==> src/rtl/lfsr_rng_arbiter_pkg.sv <==
// Shared types and constants for the LFSR random-byte arbiter.
// Optional build macro: LFSR_RNG_ROUND_ROBIN_EN (round-robin instead of fixed priority).
package lfsr_rng_arbiter_pkg;
  localparam int              LFSR_WIDTH    = 8;
  localparam logic [7:0]      LFSR_ZERO_SUB = 8'h01;
  localparam logic [7:0]      LFSR_TAPS     = 8'b0111_1000;

  typedef enum logic [1:0] {
    IDLE  = 2'd0,
    SEED  = 2'd1,
    STEP  = 2'd2,
    GRANT = 2'd3
  } state_e;

  // Galois-style shift: rotate left, XOR the outgoing MSB into bits 3..6.
  function automatic logic [LFSR_WIDTH-1:0] lfsr_next(input logic [LFSR_WIDTH-1:0] s);
    return {s[LFSR_WIDTH-2:0], s[LFSR_WIDTH-1]} ^ (s[LFSR_WIDTH-1] ? LFSR_TAPS : 8'h00);
  endfunction
endpackage

==> src/rtl/lfsr_rng_arbiter_if.sv <==
// Requester-side bus of the LFSR arbiter: seed control, req/gnt and random byte.
interface lfsr_rng_arbiter_if #(parameter int NREQ = 4);
  import lfsr_rng_arbiter_pkg::*;
  logic                  seed_load;
  logic [LFSR_WIDTH-1:0] seed_value;
  logic [NREQ-1:0]       req;
  logic [NREQ-1:0]       gnt;
  logic [LFSR_WIDTH-1:0] rnd_data;
  logic                  rnd_valid;
  logic                  busy;

  modport master (output seed_load, seed_value, req,
                  input  gnt, rnd_data, rnd_valid, busy);
  modport slave  (input  seed_load, seed_value, req,
                  output gnt, rnd_data, rnd_valid, busy);
endinterface

==> src/rtl/lfsr8_core.sv <==
// 8-bit LFSR register with synchronous load and shift enable.
module lfsr8_core
  import lfsr_rng_arbiter_pkg::*;
#(
  parameter logic [7:0] SEED_DEFAULT = 8'hFF
) (
  input  logic       CLK1,
  input  logic       KEY0,
  input  logic       en,
  input  logic       load,
  input  logic [7:0] load_val,
  output logic [7:0] state
);
  always_ff @(posedge CLK1 or negedge KEY0) begin
    if (!KEY0)     state <= SEED_DEFAULT;
    else if (load) state <= load_val;
    else if (en)   state <= lfsr_next(state);
  end
endmodule

==> src/rtl/lfsr_rng_arbiter.sv <==
// Arbitrates one LFSR among NREQ requesters: seed, STEPS shifts, then one-cycle grant.
// Optional build macro: LFSR_RNG_ROUND_ROBIN_EN (round-robin; default fixed priority).
module lfsr_rng_arbiter
  import lfsr_rng_arbiter_pkg::*;
#(
  parameter int         NREQ         = 4,
  parameter int         STEPS        = 2,
  parameter logic [7:0] SEED_DEFAULT = 8'hFF
) (
  input  logic CLK1,
  input  logic KEY0,
  lfsr_rng_arbiter_if.slave bus
);
  localparam int IW = (NREQ > 1) ? $clog2(NREQ) : 1;

  state_e          r_state, w_next;
  logic [IW-1:0]   r_win, w_win;
  logic            w_any;
  logic [3:0]      r_cnt;
  logic [7:0]      r_seed;
  logic [NREQ-1:0] r_gnt;
  logic            r_valid;
  logic [7:0]      r_rnd;
  logic [7:0]      w_lfsr;
  logic            w_en, w_load;

`ifdef LFSR_RNG_ROUND_ROBIN_EN
  localparam logic [IW:0]   NREQ_W = (IW+1)'(NREQ);
  localparam logic [IW-1:0] LAST   = IW'(NREQ-1);
  logic [IW-1:0] r_ptr;
  logic [IW:0]   w_sum;

  always_comb begin
    w_win = '0;
    w_any = 1'b0;
    w_sum = '0;
    for (int i = 0; i < NREQ; i++) begin
      w_sum = {1'b0, r_ptr} + (IW+1)'(i);
      if (w_sum >= NREQ_W) w_sum = w_sum - NREQ_W;
      if (!w_any && bus.req[w_sum[IW-1:0]]) begin
        w_win = w_sum[IW-1:0];
        w_any = 1'b1;
      end
    end
  end
`else
  always_comb begin
    w_win = '0;
    w_any = 1'b0;
    for (int i = NREQ-1; i >= 0; i--) begin
      if (bus.req[i]) begin
        w_win = IW'(i);
        w_any = 1'b1;
      end
    end
  end
`endif

  lfsr8_core #(.SEED_DEFAULT(SEED_DEFAULT)) u_core (
    .CLK1     (CLK1),
    .KEY0     (KEY0),
    .en       (w_en),
    .load     (w_load),
    .load_val ((r_seed == 8'h00) ? LFSR_ZERO_SUB : r_seed),
    .state    (w_lfsr)
  );

  always_comb begin
    w_next = r_state;
    w_en   = 1'b0;
    w_load = 1'b0;
    case (r_state)
      IDLE:    if (bus.seed_load) w_next = SEED;
               else if (w_any)    w_next = STEP;
      SEED:    begin w_load = 1'b1; w_next = IDLE; end
      STEP:    begin w_en = 1'b1; if (r_cnt == 4'd1) w_next = GRANT; end
      GRANT:   w_next = IDLE;
      default: w_next = IDLE;
    endcase
  end

  always_ff @(posedge CLK1 or negedge KEY0) begin
    if (!KEY0) begin
      r_state <= IDLE;
      r_win   <= '0;
      r_cnt   <= '0;
      r_seed  <= '0;
      r_gnt   <= '0;
      r_valid <= 1'b0;
      r_rnd   <= 8'h00;
`ifdef LFSR_RNG_ROUND_ROBIN_EN
      r_ptr   <= '0;
`endif
    end else begin
      r_state <= w_next;
      r_gnt   <= '0;
      r_valid <= 1'b0;
      if (r_state == IDLE) begin
        if (bus.seed_load) r_seed <= bus.seed_value;
        else if (w_any) begin
          r_win <= w_win;
          r_cnt <= 4'(STEPS);
        end
      end
      // Outputs are registered on the last shift, so the byte is the post-shift LFSR value.
      if (r_state == STEP) begin
        r_cnt <= r_cnt - 4'd1;
        if (r_cnt == 4'd1) begin
          r_gnt   <= {{(NREQ-1){1'b0}}, 1'b1} << r_win;
          r_valid <= 1'b1;
          r_rnd   <= lfsr_next(w_lfsr);
        end
      end
`ifdef LFSR_RNG_ROUND_ROBIN_EN
      if (r_state == GRANT) r_ptr <= (r_win == LAST) ? '0 : r_win + 1'b1;
`endif
    end
  end

  assign bus.gnt       = r_gnt;
  assign bus.rnd_valid = r_valid;
  assign bus.rnd_data  = r_rnd;
  assign bus.busy      = (r_state != IDLE);
endmodule

==> src/flat_wrapper.sv <==
// flat-port wrapper written by rule: the top's interface ports become plain ports
module lfsr_rng_arbiter_flat import lfsr_rng_arbiter_pkg::*;
#(
  parameter int         NREQ         = 4,
  parameter int         STEPS        = 2,
  parameter logic [7:0] SEED_DEFAULT = 8'hFF
)
  (CLK1, KEY0, bus_seed_load, bus_seed_value, bus_req, bus_gnt, bus_rnd_data, bus_rnd_valid, bus_busy);
  lfsr_rng_arbiter_if #(.NREQ(NREQ)) bus_i ();
  input  logic CLK1;
  input  logic KEY0;
  input wire logic [$bits(bus_i.seed_load)-1:0] bus_seed_load;
  input wire logic [$bits(bus_i.seed_value)-1:0] bus_seed_value;
  input wire logic [$bits(bus_i.req)-1:0] bus_req;
  output wire logic [$bits(bus_i.gnt)-1:0] bus_gnt;
  output wire logic [$bits(bus_i.rnd_data)-1:0] bus_rnd_data;
  output wire logic [$bits(bus_i.rnd_valid)-1:0] bus_rnd_valid;
  output wire logic [$bits(bus_i.busy)-1:0] bus_busy;
  assign bus_i.seed_load = bus_seed_load;
  assign bus_i.seed_value = bus_seed_value;
  assign bus_i.req = bus_req;
  assign bus_gnt = bus_i.gnt;
  assign bus_rnd_data = bus_i.rnd_data;
  assign bus_rnd_valid = bus_i.rnd_valid;
  assign bus_busy = bus_i.busy;
  lfsr_rng_arbiter #(.NREQ(NREQ), .STEPS(STEPS), .SEED_DEFAULT(SEED_DEFAULT)) u_core (.CLK1(CLK1), .KEY0(KEY0), .bus(bus_i));
endmodule
==> config.mk <==
export PLATFORM = sky130hd
export DESIGN_NAME = lfsr_rng_arbiter_flat
export DESIGN_NICKNAME = d
export VERILOG_FILES = /design/src/rtl/lfsr_rng_arbiter_pkg.sv /design/src/rtl/lfsr_rng_arbiter_if.sv /design/src/rtl/lfsr8_core.sv /design/src/rtl/lfsr_rng_arbiter.sv /design/src/flat_wrapper.sv
export SDC_FILE = /design/constraint.sdc
export NUM_CORES = 1
export LEC_CHECK = 0
export ABC_AREA = 1
export CORE_UTILIZATION = 52
export CTS_CLUSTER_SIZE = 12
export DETAILED_ROUTE_END_ITERATION = 8
export HOLD_SLACK_MARGIN = 0.12
export PLACE_DENSITY = 0.78
export SKIP_LAST_GASP = 1
export SYNTH_ARGS = -nofsm -noshare
export SYNTH_HDL_FRONTEND = slang
export SYNTH_HIERARCHICAL = 1
export SYNTH_SLANG_ARGS = --single-unit
==> constraint.sdc <==
create_clock -name CLK1 -period 1.5 [get_ports CLK1]
set_input_delay 0.225 -clock CLK1 [delete_from_list [all_inputs] [get_ports CLK1]]
set_output_delay 0.225 -clock CLK1 [all_outputs]
set_load 0.01 [all_outputs]
After elaboration in Yosys (flattened, before gate mapping)

Index checks and enable logic that the tools add are counted.

Word-level logic and storage cells: 57
Input port bits: 15
Flip-flop bits (word level): 37

Eq/ne operators: 7
Reduce and logical (&&, ||, !) cells: 12
Shift-type cells: 1
$add $sub $neg: 1
Bitwise operators: 2
Muxes and demuxes: 26

Operators by type and width:

| kind                                                               | count |
|---|---|
| 4-bit two-way mux                                                  | 6 |
| 8-bit two-way mux                                                  | 3 |
| 2-bit two-way mux                                                  | 7 |
| 8-bit logical NOT                                                  | 1 |
| 1-bit two-way mux                                                  | 8 |
| 2-bit nonzero test                                                 | 4 |
| 8-bit bitwise XOR                                                  | 1 |
| 7-bit two-way mux                                                  | 1 |
| 2-bit case mux with 3 select lines                                 | 1 |
| 2-bit AND reduction                                                | 3 |
| 3-bit AND reduction                                                | 2 |
| 2-bit == test, second input constant                               | 2 |
| 4-bit by 1-bit == test with 1-bit output, second input constant    | 1 |
| 2-bit by 1-bit != test with 1-bit output, second input constant    | 2 |
| 1-bit by 2-bit left shift with 4-bit output, first input constant  | 1 |
| 4-bit by 1-bit subtractor with 4-bit output, second input constant | 1 |
| 3-bit by 2-bit != test with 1-bit output, second input constant    | 1 |
| 2-bit by 1-bit == test with 1-bit output, second input constant    | 1 |
| 2-bit logical NOT                                                  | 1 |
| 2-bit OR reduction                                                 | 1 |
| 1-bit inverter                                                     | 1 |

Logic depth before layout (Yosys ltp)

Depth after elaboration: 8
Mapped depth: 7
Gate-level depth less buffers: 7

Cells and area by module

Netlist, hierarchy kept.

Modules (own cells, without submodules):

| module           | seq. area each (um^2) | area each (um^2) | times used | cells an instance |
|---|---|---|---|---|
| lfsr_rng_arbiter | 725.7                 | 1360.1           | 1          | 171 |
| lfsr8_core       | 210.2                 | 436.7            | 1          | 61 |

Worst setup path before layout

Ideal clock, no wire load.

Path type: flip-flop to flip-flop
Start: register u_core.r_state[0]
End: register u_core.u_core.state[3]
Buffers on the path: 1
Setup slack: 0.352 ns
Arrival time: 1.086 ns
Stages on the path, launching flop included: 7
Required time: 1.439 ns
Clock period less this slack: 1.148 ns
Cells stage by stage: dfrtp_1 inv_2 nor2_1 buf_6 nor2_2 nand3_1 nand2_1

Cells in the longest elaborated chain, start to end: 3
Elaborated cells between the ends (all ways): 6

RTL lines:

| what                                                    | RTL line               | source |
|---|---|---|
| from (decl)                                             | lfsr_rng_arbiter.sv:16 | `state_e r_state, w_next;` |
| from (signal assigned)                                  | lfsr_rng_arbiter.sv:95 | `r_state <= w_next;` |
| 2-bit by 1-bit == test with 1-bit output *              | lfsr_rng_arbiter.sv:72 | `case (r_state)` |
| 1-bit two-way mux *                                     | lfsr_rng_arbiter.sv:72 |  |
| named net u_core.w_load                                 | lfsr_rng_arbiter.sv:25 | `logic w_en, w_load;` |
| 8-bit two-way mux or 2-bit nonzero test (tied branches) | -                      |  |
| to (signal assigned)                                    | lfsr8_core.sv:16       | `else if (load) state <= load_val;` |
| to (signal assigned)                                    | lfsr8_core.sv:17       | `else if (en) state <= lfsr_next(state);` |
| to (decl)                                               | lfsr8_core.sv:12       | `output logic [7:0] state` |

The timed path passes the listed nets; every way through them passes the cells marked *.
A chain may end at the register's enable or synchronous reset.

Worst setup path after layout

Start: register u_core.r_gnt[2] (netlist: u_core/bus.gnt[2])
End: output port bus_gnt[2]

RTL lines:

| what                   | RTL line                | source |
|---|---|---|
| from (decl)            | lfsr_rng_arbiter.sv:21  | `logic [NREQ-1:0] r_gnt;` |
| from (signal assigned) | lfsr_rng_arbiter.sv:109 | `r_gnt <= {{(NREQ-1){1'b0}}, 1'b1} << r_win;` |
| to (decl)              | flat_wrapper.sv:15      | `output wire logic [$bits(bus_i.gnt)-1:0] bus_gnt;` |

No word-level cell between the ends.

==> metrics.yaml <==
floorplan:
  fp-row-count: 20
  die-width_um: 60.8
  chipHeight_um: 60.8
  coreArea_um2: 3150
  die-area_um2: 3690
  ios: 29
  initial_core_util_pct: 57.0
sta:
  period_needed_ns: 1.42
  finalCritPeriodShare_pct: 94.9
  maxClockFrequency_mhz: 702
  setup_viol: 0
  rsz0062_at_grt: "false"
  tightest_slew_ns: 0.321
  setup_tns_ns: 0
  maxSlewViolCount: 0
  hold_violations: 0
  max_slew_margin_pct: 78.6
  skew_ns: 0.0129
  hold_ws_ns: 0.240
synthesis:
  synthCells: 232
  yosys.area_share.simple_pct: 33.6
  ys_seq_area_share_pct: 52.1
  synth.net_count: 249
  synth_xor_area_share_pct: 1.95
  synth_top_area_share_pct: 40.4
  avgSynthCellArea_um2: 7.74
  synth_cell_types: 19
  synth_compound_area_share_pct: 2.51
  synthAdderAreaFrac_pct: 1.39
  syn-cell-area_um2: 1800
  synth_top_cell_by_area: "dfrtp_1"
  ys_warn_count: 6
  synthMuxAreaShare_pct: 0
  synth_area_leaders: "dfrtp_1 (40%), nand2_1 (20%), dfstp_2 (12%), nand3_1 (6.7%), inv_1 (4.8%)"
  synth_seq_cells: 37
  synth_top_family_by_area: "simple AND/OR/NAND/NOR gates"
cts:
  cts.sinks: 37
  numCtsBuffers: 5
  clkSlewWorstSetupHoldPaths_ns: 0.11
  clock_path_buffers: 2
  cts_root_buffer: "clkbuf_4"
  hold_buffers: 0
  htree_levels: 2
  tritoncts: "yes"
  clock_latency_ns: 0.34
worst_setup_path:
  crit_family: "buffers and inverters"
  worstSetupEndpointType: "output pin"
  rrSetupSlack_ns: 0.22
  worstSetupStartpoint: "u_core/bus.gnt[2]$_DFF_PN0_"
  r2r-start: "u_core/r_state[1]$_DFFE_PN0P_"
  criticalPathCategory: "reg -> out"
  required_ns: 1.27
  crit_fanout: 1
  worst-path-buf-inv: 1
  worst_setup_path_start_kind: "flip-flop"
  max_stage_delay_ns: 0.53
  critPathArrivalTime_ns: 1.20
  path_cells: "clkdlybuf4s50_1"
  cp_slowest_cell: "clkdlybuf4s50_1"
detailed_routing:
  drtIter0Drc: 46
  firstDrtPassIters: 6
  vias_per_cell: 4.76
  drc: 0
  finalWirelength_um: 3160
  vias: 1476
  antenna_left: 0
  wl_per_cell_um: 10.2
cells_and_area:
  drive_above_1_share_pct: 12.4
  final_cells: 310
  final_common_cell: "nand2_1"
  area_growth_pct: 24.2
  final_cell_mix: "nand2_1 (94), dfrtp_1 (29), nand3_1 (24), inv_1 (22), clkdlybuf4s50_1 (19)"
  n_antenna_cell: 0
  nNetsFinal: 282
placed_design:
  port_buffers: 28
  place_inst: 301
  hpwlAfterDp_um: 2320
  routabilityCongestion: 0.821
worst_hold_path:
  min_path_type: "in -> async"
grt:
  grt_util_all_layers_pct: 20.6
  grt_pass1_vias: 1281
  grt_overflow: 0
  grt_pass1_wl_um: 5500
  grt_antenna_before_repair: 0
  grt_max_degree: 38
pwr:
  power_density_nw_per_um2: 1830
  vdd_drop_max_mv: 1.03
  p_leak_uw: 0.00128
status:
  status: "finished clean"
job:
  drv_cap: 0
[synth_stat cells]
cell and count:
nor2_1 18, nor3_1 1, nand2_2 1, xor2_1 4
nand2_1 94, clkbuf_1 8, o21ai_0 2, ha_1 2
buf_6 2, inv_2 2, nand2_4 1, nor2_2 3
dfrtp_1 29, dfstp_2 8, nor2_4 2, nand3_1 24
a21oi_1 7, buf_2 1, inv_1 23
[sequential cells by signal, indices dropped and copies added (netlist names)]
register              count
u_core/r_win              2
u_core/bus.rnd_valid      1
u_core/r_state            2
u_core/u_core/state       8
u_core/r_seed             8
u_core/bus.gnt            4
u_core/bus.rnd_data       8
u_core/r_cnt              4
[cell type report]
type / instances / area (um2)
Sequential cell: 37 / 936
Fill cell: 278 / 921
Multi-Input combinational cell: 159 / 709
Timing Repair Buffer: 37 / 379
Inverter: 25 / 93.8
Clock buffer: 8 / 58.8
Tap cell: 44 / 55.1
[per-stage QoR]
| stage | area [um2] | util, % | power [uW] | setup WS [ns] |
|---|---|---|---|---|
| after floorplan | 1800 | - | 2990 | 0.352 |
| after CTS | 2200 | 69.9 | 4110 | 0.0249 |
| after global placement | 2150 | 68.1 | 3520 | 0.179 |
| after detailed placement | 2150 | 68.1 | 3590 | 0.188 |
| after global routing | 2230 | 70.8 | 4500 | 0.00786 |
| final | 2230 | 70.8 | 4090 | 0.0763 |
[repair_timing]
item                                   in CTS  in global routing
pin swaps                                   0                  0
setup endpoints to repair                   1                  9
gates cloned                                0                  0
setup buffers                               0                  1
gates resized for setup                     1                  9
endpoints found under the hold margin       0                  0
[final timing paths]
| check | endpoint | depth (start not counted) |
|---|---|---|
| worst min register to register | u_core/bus.rnd_data[7]$_DFFE_PN0P_ | 2 |
| worst min-delay path | u_core/r_win[0]$_DFFE_PN0P_ | 2 |
| worst max-delay path | bus_gnt[2] | 1 |
| worst max register to register | u_core/u_core/state[6]$_DFFE_PN1P_ | 6 |
| max in group asynchronous | u_core/u_core/state[7]$_DFFE_PN1P_ | 2 |
| min in group CLK1 | u_core/r_seed[1]$_DFFE_PN0P_ | 3 |
[report_power, final]
| part | switching, uW | internal (uW) |
|---|---|---|
| sequential | 322 | 1470 |
| combinational | 994 | 762 |
| clock | 311 | 231 |
[metal layers]
metal / part of all wire [%] / GRT usage (%)
met3: 5.0 / 7.04
met4: 1.3 / 7.79
met1: 47 / 26.6
met2: 47 / 32.2
met5: 0 / 0
[logic make-up after synthesis]
family,count (synthesis)
simple gates,144
buf+inv,36
flops,37
compound gates,9
fa+ha+maj,2
xor+xnor,4
Note: power is estimated with default switching activity, not from simulation.
